`src/rtl/pxs_color_sequencer.sv`:
```
// Frame-synchronous colour sequencer for a constant-colour pixel-stream layer.
// Steps through a shadowed {colour, frames} table, advancing on VSync frame boundaries.
module pxs_color_sequencer #(
  parameter int         N_ENTRIES     = 4,
  parameter logic       VS_POL        = 1'b0,
  parameter logic [2:0] DEFAULT_COLOR = 3'b001
) (
  input  logic        px_clk,
  input  logic        reset,
  input  logic [22:0] VGAStr_i,
  output logic [25:0] RGBStr_o,
  input  logic        enable,
  input  logic        cfg_we,
  input  logic [2:0]  cfg_addr,
  input  logic [2:0]  cfg_color,
  input  logic [7:0]  cfg_frames,
  input  logic        cfg_commit,
  output logic        cfg_busy,
  output logic [2:0]  entry_o,
  output logic        frame_tick_o
);

  typedef enum logic [1:0] {STOP = 2'd0, ARM = 2'd1, PLAY = 2'd2} state_t;

  localparam logic [2:0] LAST_ENTRY = 3'(N_ENTRIES - 1);

  state_t      state;
  state_t      state_next;
  logic        vs_prev;
  logic        tick;
  logic        pending;
  logic        commit_now;
  logic        advance;
  logic [2:0]  cur_color;
  logic [2:0]  color_next;
  logic [2:0]  entry;
  logic [2:0]  entry_next;
  logic [2:0]  entry_inc;
  logic [7:0]  frame_cnt;
  logic [7:0]  cnt_next;
  logic [2:0]  shadow_color  [8];
  logic [7:0]  shadow_frames [8];
  logic [2:0]  active_color  [8];
  logic [7:0]  active_frames [8];

  assign tick       = (VGAStr_i[1] == VS_POL) && (vs_prev != VS_POL);
  assign commit_now = tick && pending;
  assign advance    = ({1'b0, frame_cnt} + 9'd1) >= {1'b0, active_frames[entry]};
  assign entry_inc  = (entry == LAST_ENTRY) ? 3'd0 : entry + 3'd1;
  assign cfg_busy   = pending;
  assign entry_o    = entry;

  // VSync history and commit-pending flag; the copy tick clears the flag before a new request can set it
  always_ff @(posedge px_clk or posedge reset) begin
    if (reset) begin
      vs_prev <= ~VS_POL;
      pending <= 1'b0;
    end else begin
      vs_prev <= VGAStr_i[1];
      if (commit_now) begin
        pending <= 1'b0;
      end else if (cfg_commit) begin
        pending <= 1'b1;
      end else begin
        pending <= pending;
      end
    end
  end

  // Shadow and active tables; durations are stored already clamped to at least one frame
  always_ff @(posedge px_clk or posedge reset) begin
    if (reset) begin
      for (int i = 0; i < 8; i++) begin
        shadow_color[i]  <= DEFAULT_COLOR;
        shadow_frames[i] <= 8'd1;
        active_color[i]  <= DEFAULT_COLOR;
        active_frames[i] <= 8'd1;
      end
    end else begin
      if (cfg_we && (int'(cfg_addr) < N_ENTRIES)) begin
        shadow_color[cfg_addr]  <= cfg_color;
        shadow_frames[cfg_addr] <= (cfg_frames == 8'd0) ? 8'd1 : cfg_frames;
      end
      if (commit_now) begin
        for (int i = 0; i < 8; i++) begin
          active_color[i]  <= shadow_color[i];
          active_frames[i] <= shadow_frames[i];
        end
      end
    end
  end

  // FSM state and sequencing registers
  always_ff @(posedge px_clk or posedge reset) begin
    if (reset) begin
      state     <= STOP;
      cur_color <= DEFAULT_COLOR;
      entry     <= 3'd0;
      frame_cnt <= 8'd0;
    end else begin
      state     <= state_next;
      cur_color <= color_next;
      entry     <= entry_next;
      frame_cnt <= cnt_next;
    end
  end

  // Next-state logic; a low enable always wins over a tick
  always_comb begin
    state_next = state;
    case (state)
      STOP: state_next = enable ? ARM : STOP;
      ARM: begin
        if (!enable) begin
          state_next = STOP;
        end else if (tick) begin
          state_next = PLAY;
        end else begin
          state_next = ARM;
        end
      end
      PLAY:    state_next = enable ? PLAY : STOP;
      default: state_next = STOP;
    endcase
  end

  // Colour, entry and frame-count updates; a commit restarts playback from the new entry 0
  always_comb begin
    color_next = cur_color;
    entry_next = entry;
    cnt_next   = frame_cnt;
    case (state)
      STOP: begin
        color_next = DEFAULT_COLOR;
        entry_next = 3'd0;
        cnt_next   = 8'd0;
      end
      ARM: begin
        entry_next = 3'd0;
        cnt_next   = 8'd0;
        if (enable && tick) begin
          color_next = active_color[0];
        end else begin
          color_next = DEFAULT_COLOR;
        end
      end
      PLAY: begin
        if (!enable) begin
          color_next = DEFAULT_COLOR;
          entry_next = 3'd0;
          cnt_next   = 8'd0;
        end else if (commit_now) begin
          color_next = shadow_color[0];
          entry_next = 3'd0;
          cnt_next   = 8'd0;
        end else if (tick) begin
          if (advance) begin
            color_next = active_color[entry_inc];
            entry_next = entry_inc;
            cnt_next   = 8'd0;
          end else begin
            cnt_next = frame_cnt + 8'd1;
          end
        end else begin
          cnt_next = frame_cnt;
        end
      end
      default: begin
        color_next = DEFAULT_COLOR;
        entry_next = 3'd0;
        cnt_next   = 8'd0;
      end
    endcase
  end

  // Output stream: one-cycle delayed VGA field with colour on active pixels
  always_ff @(posedge px_clk or posedge reset) begin
    if (reset) begin
      RGBStr_o     <= 26'd0;
      frame_tick_o <= 1'b0;
    end else begin
      RGBStr_o     <= {(VGAStr_i[0] ? cur_color : 3'b000), VGAStr_i};
      frame_tick_o <= tick;
    end
  end

endmodule

```
`config.mk`:
```
export PLATFORM = sky130hd
export DESIGN_NAME = pxs_color_sequencer
export DESIGN_NICKNAME = d
export VERILOG_FILES = /design/src/rtl/pxs_color_sequencer.sv
export SDC_FILE = /design/constraint.sdc
export NUM_CORES = 1
export LEC_CHECK = 0
export BUFFER_PORTS_ARGS = -buffer_cell sky130_fd_sc_hd__buf_4
export CAP_MARGIN = 20
export CORE_UTILIZATION = 57
export CTS_BUF_LIST = sky130_fd_sc_hd__clkbuf_4
export CTS_CLUSTER_DIAMETER = 150
export CTS_CLUSTER_SIZE = 16
export DETAILED_ROUTE_END_ITERATION = 7
export PLACE_DENSITY = 0.77
export SETUP_SLACK_MARGIN = 0.15
export SYNTH_ARGS = -nofsm -noshare
export SYNTH_HDL_FRONTEND = slang
export SYNTH_SLANG_ARGS = --single-unit
```
`constraint.sdc`:
```
create_clock -name px_clk -period 8.5 [get_ports px_clk]
set_clock_uncertainty 0.05 [all_clocks]
set_input_delay 0.425 -clock px_clk [delete_from_list [all_inputs] [get_ports px_clk]]
set_output_delay 0.425 -clock px_clk [all_outputs]
set_load 0.005 [all_outputs]
```
== Word-level counts from Yosys, hierarchy flattened ==
Cells that the tools add are included.
Widths: inputs -> output; s select.
Storage, ports and cells
  bits in registers: 221
  input bits: 42
  output and inout bits: 31
  word-level logic and storage cells: 105
Operators by class
  add/sub/neg operators: 3
  magnitude comparators: 6
  equal/unequal tests: 5
  mux-type cells: 38
  bitwise operators: 4
  reduce and logical (&&, ||, !) cells: 9
Operators with widths (number)
  $mux 8: 9
  $bwmux 64: 1
  $mux 3: 15
  $bmux 8 s3: 1
  $bwmux 24: 1
  $demux 8 s3: 1
  $ge 4x4->1 const B: 3
  $not 3->4: 3
  $add 8x1->9 const B: 1
  $bmux 3 s3: 1
  $demux 3 s3: 1
  $ge 9x8->1: 1
  $add 8x1->8 const B: 1
  $logic_not 8->1: 1
  $ne 4x4->1 const B: 2
  $mux 2: 3
  $pmux 2 s3: 1
  $pmux 3 s2: 1
  $logic_and 1x1->1: 5
  $lt 4x1->1 const B: 1
  $add 3x1->3 const B: 1
  $eq 3x2->1 const B: 1
  $lt 3x3->1 const B: 1
  $mux 1: 3
  other kinds (6): 6

== Depth between registers and ports, before layout ==
Gate-level depths: netlist of run 1.
  depth in word-level cells: 11
  depth in mapped cells: 12
  depth with buffers taken out: 9

== Worst setup path after synthesis of run 1 ==
No wires, ideal clock.
  path type: register to register
  start point: reg entry[0] (netlist: entry_o[0])
  end point: reg entry[0] (netlist: entry_o[0])
  setup time: 0.128 ns
  data arrival time: 3.002 ns
  required time: 8.322 ns
  setup slack: 5.320 ns
  stages on the path, launching flop included: 12
  buffers on the path: 2
  clock period less this slack: 3.180 ns
  cells stage by stage: dfrtp_1 > buf_2 > mux4_2 > mux2_2 > ha_1 > nor3b_1 > o21bai_1 > a21oi_1 > o221ai_2 > and2_1 > buf_2 > mux2_1
Between the ends
  cells in the longest elaborated chain, start to end: 7
  elaborated cells between the ends (all ways): 15
  those cells by class: add/sub (1); order compare (1); eq/ne (2); mux (9); bitwise (1); reduce/logical (1)
Ends and longest elaborated chain
  from (decl): line 36  | logic [2:0] entry;
  from (signal assigned): line 103  | entry <= entry_next;
  $not 3->4 (implied by the code), or another cell as far along: line 48  | assign advance = ({1'b0, frame_cnt} + 9'd1) >= {1'b0, active_frames[entry]};
  $bmux 8 s3 / $mux 3 (equally long branches): line 48, 49
  $mux 8 (implied by the code) / $mux 3 (equally long branches): line 48, 157
  $mux 8 (implied by the code) / $mux 3 (equally long branches): line 48, 156
  $ge 9x8->1 / $mux 3 (equally long branches): line 48, 152
  $ne 4x4->1 (no line) / $mux 3 (equally long branches)
  $reduce_and 2->1 (no line) / $mux 3 (equally long branches)
Several ways; a longest one is shown, not always the timed one. The select of a mux whose other input is x is not followed.
A chain may end at the register's enable or synchronous reset.

== Worst setup path in the final report of run 1 ==
  start point: reg entry[1] (netlist: entry_o[1])
  end point: reg entry[0] (netlist: entry_o[0])
Between the ends
  cells in the longest elaborated chain, start to end: 7
  elaborated cells between the ends (all ways): 14
  those cells by class: order compare (1); eq/ne (2); mux (9); bitwise (1); reduce/logical (1)
Ends and longest elaborated chain (line)
  $not 3->4 (implied by the code) / $eq 3x2->1 (equally long branches): 48, 49
  $bmux 8 s3 / $mux 3 (equally long branches): 48, 49
  $mux 8 (implied by the code) / $mux 3 (equally long branches): 48, 157
  $mux 8 (implied by the code) / $mux 3 (equally long branches): 48, 156
  $ge 9x8->1 / $mux 3 (equally long branches): 48, 152
  $ne 4x4->1 (no line) / $mux 3 (equally long branches)
  $reduce_and 2->1 (no line) / $mux 3 (equally long branches)
Several ways; a longest one is shown, not always the timed one. The select of a mux whose other input is x is not followed.

==> results of run 1 <==
power breakdown:
part | switching (W) | internal [W] | leakage [nW] | total [W]
Sequential | 0.0000740 | 0.00120 | 2.77 | 0.00127
Clock | 0.000306 | 0.000149 | 0.133 | 0.000455
Combinational | 0.000116 | 0.000178 | 1.68 | 0.000293
placed cells by master (no fill, tap or decap), types with 4 or more instances in the layout:
cell	instances
nand2b_1	6
mux4_2	19
nand2_1	21
nor2_1	14
dlygate4sd3_1	34
nand4_1	4
dfstp_2	34
ha_1	14
inv_1	4
a21oi_1	12
mux2_2	123
buf_4	78
clkbuf_4	28
dfrtp_1	187
o21ai_0	8
mux2i_1	7
and2_1	6
xnor2_1	4
nand3_1	4
mux2_1	10
state kept, by name (all words and copies together) (netlist names), 2 cells and up:
signal,flops
active_color,24
shadow_frames,64
frame_cnt,8
shadow_color,24
RGBStr_o,26
active_frames,64
entry_o,3
cur_color,3
state,2
worst max-delay path: stages, from the launching register on:
cell and delay, ns:
dfrtp_1 0.94, mux4_2 0.41, mux2_2 0.28, ha_1 0.27, nor3b_1 0.19, o21bai_1 0.10
a21oi_1 0.20, o221ai_2 0.22, and2_1 0.31, mux2_1 0.35
final cells by class:
cell class,instances,area (um2),area share
antenna,1,2.50,0.000251
tap,188,235,0.0236
clock inverter,1,5.00,0.000502
sequential,221,5570,0.559
inverter,6,30.0,0.00301
clock buffer,28,210,0.0211
multi-input combinational,297,2960,0.297
timing repair buffer,113,953,0.0956
worst max-delay path by stage:
stage	startpoint	end	slack (ns)	cells past startpoint
detailed placement	entry_o[1]	entry_o[0]	5.11	9
global placement	entry_o[1]	cur_color[1]	5.18	9
CTS	entry_o[1]	entry_o[0]	5.07	9
global route	entry_o[1]	entry_o[1]	4.85	9
floorplan	reset	RGBStr_o[0]	2.03	1
finish	entry_o[1]	entry_o[0]	5.08	9
through the flow:
step	setup WS (ns)	hold WS [ns]
2_1_floorplan	2.03	0.375
3_5_place_dp	5.11	0.307
5_1_grt	4.85	0.0128
3_3_place_gp	5.18	0.306
6_report	5.08	0.0612
4_1_cts	5.07	0.0112
kinds of logic (layout without fill, tap and decap cells):
group                    count (synthesis)  after routing
AND/OR/NAND/NOR                         75             75
buffers and inverters                   73            148
multiplexers                           161            161
flip-flops                             221            221
XOR/XNOR                                 6              6
AO/OA/AOI/OAI                           41             41
other                                    0              1
adder cells (fa/ha/maj)                 14             14
repair_timing:
item,CTS,global route
endpoints found under the setup margin,0,0
hold buffers,34,0
endpoints found under the hold margin,138,0
cell usage after synthesis (all sizes together):
cell / n
a41oi: 1
a22oi: 4
nand2: 21
clkbuf: 48
nand3: 5
mux4: 20
nand3b: 2
nand2b: 6
xnor2: 4
ha: 14
dfstp: 34
and3: 1
xor2: 2
or2: 1
nor4b: 1
nor4bb: 2
o2bb2ai: 1
and2: 6
or3: 2
o221ai: 4
mux2i: 7
nor3: 3
o22ai: 1
nor3b: 2
inv: 6
nor4: 1
a221oi: 1
nor2b: 1
a21o: 3
nand4: 4
and2b: 1
o21ai: 10
o21bai: 1
dfrtp: 187
a21oi: 12
mux2: 134
nand4b: 1
a21boi: 3
nor2: 15
buf: 19
routing by layer:
layer / vias to the layer above / part of all wire
li1: 2186 / -
met1: 2480 / 0.46
met2: 112 / 0.48
met3: 28 / 0.042
met4: 0 / 0.018
met5: - / 0
==> summary.md, run 1 <==
| Metric | Value |
|---|---|
| DRT iter0 DRCs | 283 |
| Worst skew pair latency | 0.61 ns |
| RSZ-0062 raised after global routing | false |
| WP data required | 8.98 ns |
| Num CTS Buffers | 17 |
| Final core occ | 0.658 |
| Min Clock Period, post-route | 3.42 ns |
| Filler cells | 1059 |
| Yosys warnings | 0 |
| Core Box Area | 15100 um2 |
| Final Max Slew Viols | 0 |
| Post-synthesis sequential area ratio | 0.633 |
| Hold Path Depth | 2 |
| # setup viols final | 0 |
| Simple-Gate Fraction of Synth Area | 0.0464 |
| Fin area | 9970 um2 |
| Buffer count from post-CTS setup fixing | 0 |
| Global-route track usage on met2 | 0.348 |
| Max transition margin | 0.379 |
| Synthesized net count | 647 |
| Power Total | 0.00202 W |
| Yosys cell types | 51 |
| Worst hold endpoint | shadow_frames[59] |
| Synthesized area per cell | 14.9 um2 |
| Max Cap Viol | 0 |
| Wirelength, routed | 15.5 mm |
| CP Capture Type | flop |
| Top cell type's share of synthesized area | 0.532 |
| Min-delay src | cfg_frames[3] |
| R2R cell count | 9 |
| Fraction of layout cells with a size suffix above 1 | 0.446 |
| Antenna viol nets, final | 0 |
| Initial Utilization | 0.581 |
| Mux cell area share after synthesis | 0.231 |
| Routed via count | 4806 |
| Slew @ Worst Pin | 0.932 ns |
| Post-Synth Adder-Cell Area | 0.0199 |
| Clock Path Buffers | 3 |
| RePlAce Congestion | 0.792 |
| Leak Pwr | 4.58 nW |
| Drc violations | 0 |
| First-pass GRT wire length | 26.4 mm |
| Number of synthesized register bits | 221 |
| Area after DPL | 9390 um2 |
| Vias in the first global route | 5206 |
| Fin. Hold Viols | 0 |
| Row count | 45 |
| Grt total ovfl | 0 |
| Post_cts resized | 0 |
| PD cells | 203 nW/um2 |
| Mapped cell area | 8800 um2 |
| Main combinational cell family by area after synthesis | multiplexers |
| Cell taking the most area after synthesis | dfrtp_1 |
| Synth top area cells | dfrtp_1 (53%), mux2_2 (16%), dfstp_2 (10%) |
| Antenna violations before repair | 1 |
| CTS root buffer | clkbuf_4 |
| Crit Reg-Reg Startpoint | entry_o[1] |
| Worst IR Drop VDD | 0.000157 V |
| Layer with the highest usage | met2 |
| # port buffers | 72 |
| Met3 Use GR | 0.0289 |
| Gr usage total | 0.210 |
| DRT Pass-1 Iters | 6 |
| Synth Area in Compound Gates | 0.0309 |
| Post-Layout Cell Count | 855 |
| Placed Cells | 790 |
| Largest net degree at the start of global routing | 145 |
| Area delta synth->final | 13.3% |
| DR vias/cell | 5.62 |
| Clk slew on worst S/H paths | 0.17 ns |
| Critical path fanouts, max | 19 |
| H-Tree Depth | 1 |
| CTS tree | done |
| Worst setup path category | flop to flop |
| Die area | 15900 um2 |
| Startpoint Class | flop |
| Nets | 712 |
| Mapped Cells | 591 |
| Sink Count | 221 |
| Final worst path period share | 0.402 |
| Worst hold path class | input pin to flop |
| Fmax | 292 MHz |
| I/O pin total | 73 |
| End of the worst register-to-register path | entry_o[0] |
| Reg2Reg Setup Slack | 5.08 ns |
| Die W | 126 um |
| DP HPWL | 9.79 mm |
| Met1 Usage GRT | 0.296 |
| Routed WL per cell | 18.1 um |
| Setup TNS | 0 ns |
| Die Y-Extent | 126 um |
| XOR/XNOR share of the synthesized area | 0.00597 |
| Status | completed |
| Worst EP arrival | 3.90 ns |
Note: power is estimated with default switching activity, not from simulation.
==> run 2: changes to the inputs <==
Clock period 8.5 ns to 3.2 ns, I/O delays scaled along.
==> run 2 against run 1 <==
  * Cell count rose by 2.0%
  * Register-to-register slack got worse by 4.8 ns
  * Combinational power rose to 2.7 times the previous value
  * Sequential power rose to 2.7 times the previous value
  * Flip-flop and latch count did not move
  * Hold slack got worse by 0.012 ns
  * Sequential share of layout area fell by 0.89 points
  * Setup slack got worse by 4.8 ns
==> summary.md, run 2 (synthesis results as in run 1) <==
| Metric | Value |
|---|---|
| Status | completed |
| Core Box Area | 15100 um2 |
| Worst hold path class | input pin to flop |
| DRT Pass-1 Iters | 4 |
| DR vias/cell | 5.53 |
| Register area | 5570 um2 |
| H-Tree Depth | 1 |
| Critical path fanouts, max | 6 |
| Filler cells | 1046 |
| Hold Slack | 0.0496 ns |
| Max Cap Viol | 0 |
| Sw Share | 0.248 |
| Comb pwr share | 0.145 |
| CP Capture Type | flop |
| I/O pin total | 73 |
| Final Max Slew Viols | 0 |
| Final core occ | 0.669 |
| Wirelength, routed | 16.2 mm |
| Antenna viol nets, final | 0 |
| Multi-input logic area | 2960 um2 |
| Die Y-Extent | 126 um |
| Routed WL per cell | 18.5 um |
| Most common cell after layout, fill and taps aside | dfrtp_1 |
| Worst setup path category | flop to flop |
| # port buffers | 72 |
| Worst skew pair latency | 0.61 ns |
| Clock power frac | 0.224 |
| Startpoint Class | flop |
| Largest net degree at the start of global routing | 104 |
| Die W | 126 um |
| Fmax | 348 MHz |
| Worst IR Drop VDD | 0.000348 V |
| Setup TNS | 0 ns |
| # setup viols final | 0 |
| Antenna violations before repair | 1 |
| Switch Pwr | 0.00134 W |
| Largest registers | active_frames: 64 flops, shadow_frames: 64 flops, RGBStr_o: 26 flops |
| Grt total ovfl | 0 |
| Vias in the first global route | 5149 |
| CTS root buffer | clkbuf_4 |
| DRT iter0 DRCs | 410 |
| Final worst path period share | 0.898 |
| Die area | 15900 um2 |
| Slew @ Worst Pin | 0.950 ns |
| RePlAce Congestion | 0.820 |
| Power Total | 0.00541 W |
| Sequential fraction of design power | 0.631 |
| Clock Path Buffers | 3 |
| Fin. Hold Viols | 0 |
| Min Clock Period, post-route | 2.87 ns |
| Routed via count | 4819 |
| Worst EP arrival | 3.33 ns |
| PD cells | 534 nW/um2 |
| Most frequent cells in the layout | dfrtp_1 (186), mux2_2 (123), buf_4 (85) |
| Leak Pwr | 4.66 nW |
| First-pass GRT wire length | 27.1 mm |
| Drc violations | 0 |
| Nets | 729 |
| Clk slew on worst S/H paths | 0.16 ns |
| Area delta synth->final | 15.2% |
| Initial Utilization | 0.581 |
| Gr usage total | 0.219 |
| CTS tree | done |
| Fraction of layout cells with a size suffix above 1 | 0.451 |
| WP data required | 3.65 ns |
| Row count | 45 |
| RSZ-0062 raised after global routing | false |
| DP HPWL | 10.5 mm |
| Sink Count | 221 |
| Cell-internal power | 0.00407 W |
| Num CTS Buffers | 17 |
| Max transition margin | 0.363 |
[run 2: repair_timing]
action / in CTS / in global routing
gates cloned: 0 / 0
resized for setup: 1 / 1
hold buffers: 42 / 0
setup buffers: 0 / 2
endpoints found under the setup margin: 4 / 4
hold endpoints to repair: 264 / 0
[run 2: per-stage QoR]
stage	setup WS (ns)	cell area, um2	instances
6_report	0.327	10100	872
5_1_grt	0.161	10100	872
4_1_cts	0.222	10100	869
3_5_place_dp	0.136	9480	798
3_3_place_gp	0.193	9480	798
2_1_floorplan	0.136	8810	591
[run 2: metal layers]
layer | up-vias | routed length [um] | GRT usage
met5 | - | 0 | 0
met4 | 0 | 178 | 0.0475
met3 | 15 | 629 | 0.0280
met2 | 100 | 7640 | 0.340
met1 | 2486 | 7720 | 0.335
li1 | 2218 | - | -
[run 2: power by group through the flow]
stage / clock network [W] / logic, W / registers, W
6_report: 0.00121 / 0.000785 / 0.00341
5_1_grt: 0.00136 / 0.000866 / 0.00345
4_1_cts: 0.00125 / 0.000793 / 0.00341
3_5_place_dp: 0 / 0.000751 / 0.00347
3_3_place_gp: 0 / 0.000708 / 0.00345
2_1_floorplan: 0 / 0.000561 / 0.00336
[run 2: area by class of cell]
cell class | instances | area share
antenna | 1 | 0.000247
tap | 188 | 0.0232
sequential | 221 | 0.550
multi-input combinational | 297 | 0.292
timing repair buffer | 130 | 0.110
clock inverter | 1 | 0.000494
inverter | 6 | 0.00259
clock buffer | 28 | 0.0207
[run 2: final timing paths]
path	start	to	slack, ns	depth (start not counted)
max in group asynchronous	reset	frame_cnt[5]	1.60	5
worst max-delay path	entry_o[0]	entry_o[0]	0.33	9
worst min register to register	shadow_color[0]	shadow_color[0]	0.33	0
worst max register to register	entry_o[0]	entry_o[0]	0.33	9
worst min-delay path	cfg_addr[2]	shadow_frames[40]	0.05	5
min in group asynchronous	reset	active_color[23]	0.63	4
[run 2: worst max-delay path: stages (launching register included)]
cell	delay, ns
dfrtp_2	0.44
mux4_2	0.50
mux2_2	0.27
ha_1	0.27
nor3b_1	0.20
o21bai_1	0.12
a21oi_1	0.20
o221ai_2	0.12
and2_2	0.26
mux2_1	0.33
==> run 3: changes to the inputs <==
Settings changed: CORE_ASPECT_RATIO from default to 0.5.
==> run 3 against run 2 <==
  * Core utilization up 2.0 points
  * Hold slack better by 0.053 ns
  * Cell count is 0.92% higher
  * Combinational power up 2%
  * Largest power group unchanged
==> summary.md, run 3 (synthesis results as in run 1) <==
| Metric | Value |
|---|---|
| H-Tree Depth | 1 |
| Status | completed |
| I/O pin total | 73 |
| Final Max Slew Viols | 0 |
| Worst hold path class | input pin to flop |
| RSZ-0062 raised after global routing | false |
| Antenna viol nets, final | 0 |
| Most common cell after layout, fill and taps aside | dfrtp_1 |
| Final worst path period share | 0.890 |
| Fmax | 351 MHz |
| DRT Pass-1 Iters | 4 |
| Hold Path Depth | 5 |
| Worst IR Drop VDD | 0.000290 V |
| RePlAce Congestion | 0.838 |
| Slew @ Worst Pin | 0.850 ns |
| Antenna violations before repair | 0 |
| DR vias/cell | 5.45 |
| Row count | 31 |
| Placed Cells | 808 |
| Clock Path Buffers | 3 |
| Leak Pwr | 4.67 nW |
| CP Capture Type | flop |
| Routed via count | 4800 |
| Fin. Hold Viols | 0 |
| Worst skew pair latency | 0.63 ns |
| Final core occ | 0.690 |
| Post-Layout Cell Count | 880 |
| Core Box Area | 14800 um2 |
| CTS tree | done |
| Antenna fix cells | 0 |
| # port buffers | 72 |
| Most frequent cells in the layout | dfrtp_1 (186), mux2_2 (123), buf_4 (84) |
| WP data required | 3.67 ns |
| Area after DPL | 9520 um2 |
| Largest net degree at the start of global routing | 58 |
| Grt total ovfl | 0 |
| # setup viols final | 0 |
| Vias in the first global route | 5232 |
| PD cells | 524 nW/um2 |
| Largest registers | active_frames: 64 flops, shadow_frames: 64 flops, RGBStr_o: 26 flops |
| Startpoint Class | flop |
| Die W | 178 um |
| Clk slew on worst S/H paths | 0.17 ns |
| Routed WL per cell | 18.2 um |
| Max Cap Viol | 0 |
| Die area | 16000 um2 |
| Worst setup path category | flop to flop |
| Initial Utilization | 0.595 |
| DRT iter0 DRCs | 291 |
| Critical path fanouts, max | 6 |
| Area delta synth->final | 15.8% |
| Sink Count | 221 |
| Min Clock Period, post-route | 2.85 ns |
| CTS root buffer | clkbuf_4 |
| Die Y-Extent | 89.9 um |
| Nets | 733 |
| Num CTS Buffers | 17 |
| R2R cell count | 9 |
| Setup TNS | 0 ns |
| First-pass GRT wire length | 27.2 mm |
| Wirelength, routed | 16.0 mm |
| DP HPWL | 10.5 mm |
| Drc violations | 0 |
| Max transition margin | 0.430 |
| Fin area | 10200 um2 |
| Gr usage total | 0.218 |
| Filler cells | 995 |
| Fraction of layout cells with a size suffix above 1 | 0.449 |
| Worst EP arrival | 3.32 ns |
run 3: cell count changes in the layout (fill, tap and decap cells not counted), sizes merged:
cell	delta
dlygate4sd3	+1
diode	-1
clkbuf	-5
buf	+3
run 3: area by class of cell:
class / count / area, um2 / share of cell area
clock buffers: 23 / 173 / 0.0169
multi-input cells: 297 / 2960 / 0.291
inverters: 6 / 26.3 / 0.00258
clock inverters: 1 / 5.00 / 0.000491
well taps: 198 / 248 / 0.0243
repair buffers: 134 / 1200 / 0.118
flip-flops and latches: 221 / 5570 / 0.547
run 3: where the power goes:
part	total, W	internal [W]	switching [W]	leakage, nW
sequential	0.00339	0.00319	0.000199	2.77
combinational	0.000798	0.000491	0.000307	1.80
clock	0.00115	0.000331	0.000820	0.110
total	0.00534	0.00401	0.00133	4.67
run 3: worst paths after layout:
kind / start / slack, ns / to
max: entry_o[0] / 0.35 / entry_o[0]
min: cfg_we / 0.10 / shadow_frames[56]
max reg2reg: entry_o[0] / 0.35 / entry_o[0]
min reg2reg: shadow_frames[0] / 0.33 / shadow_frames[0]
max in group asynchronous: reset / 1.75 / shadow_frames[24]
min in group asynchronous: reset / 0.53 / RGBStr_o[20]
run 3: per-stage QoR:
stage               hold WS (ns)  total power [W]  worst slack, ns
floorplan                  0.114          0.00392            0.136
global placement           0.219          0.00416            0.340
detailed placement         0.220          0.00421            0.289
CTS                       0.0594          0.00540            0.251
global route              0.0967          0.00562            0.192
finish                     0.103          0.00534            0.351
run 3: repair_timing:
item / 4_1_cts / 5_1_grt
resized for setup: 0 / 2
endpoints found under the hold margin: 114 / 5
hold buffers: 42 / 1
endpoints found under the setup margin: 0 / 4
buffers inserted: 0 / 4
run 3: layer usage:
metal / share of wire / up-vias / routed length, um / track usage
met2: 0.45 / 101 / 7210 / 0.334
met5: 0 / - / 0 / 0
li1: - / 2233 / - / -
met3: 0.040 / 32 / 645 / 0.0389
met4: 0.022 / 0 / 352 / 0.0541
met1: 0.49 / 2434 / 7800 / 0.324
run 3: worst max-delay path, cell delays in order, from the launching register on:
cell and delay (ns):
dfrtp_2 0.47, mux4_2 0.51, mux2_2 0.27, ha_1 0.27, nor3b_1 0.17, o21bai_1 0.10, a21oi_1 0.18, o221ai_2 0.13
and2_2 0.27, mux2_1 0.33
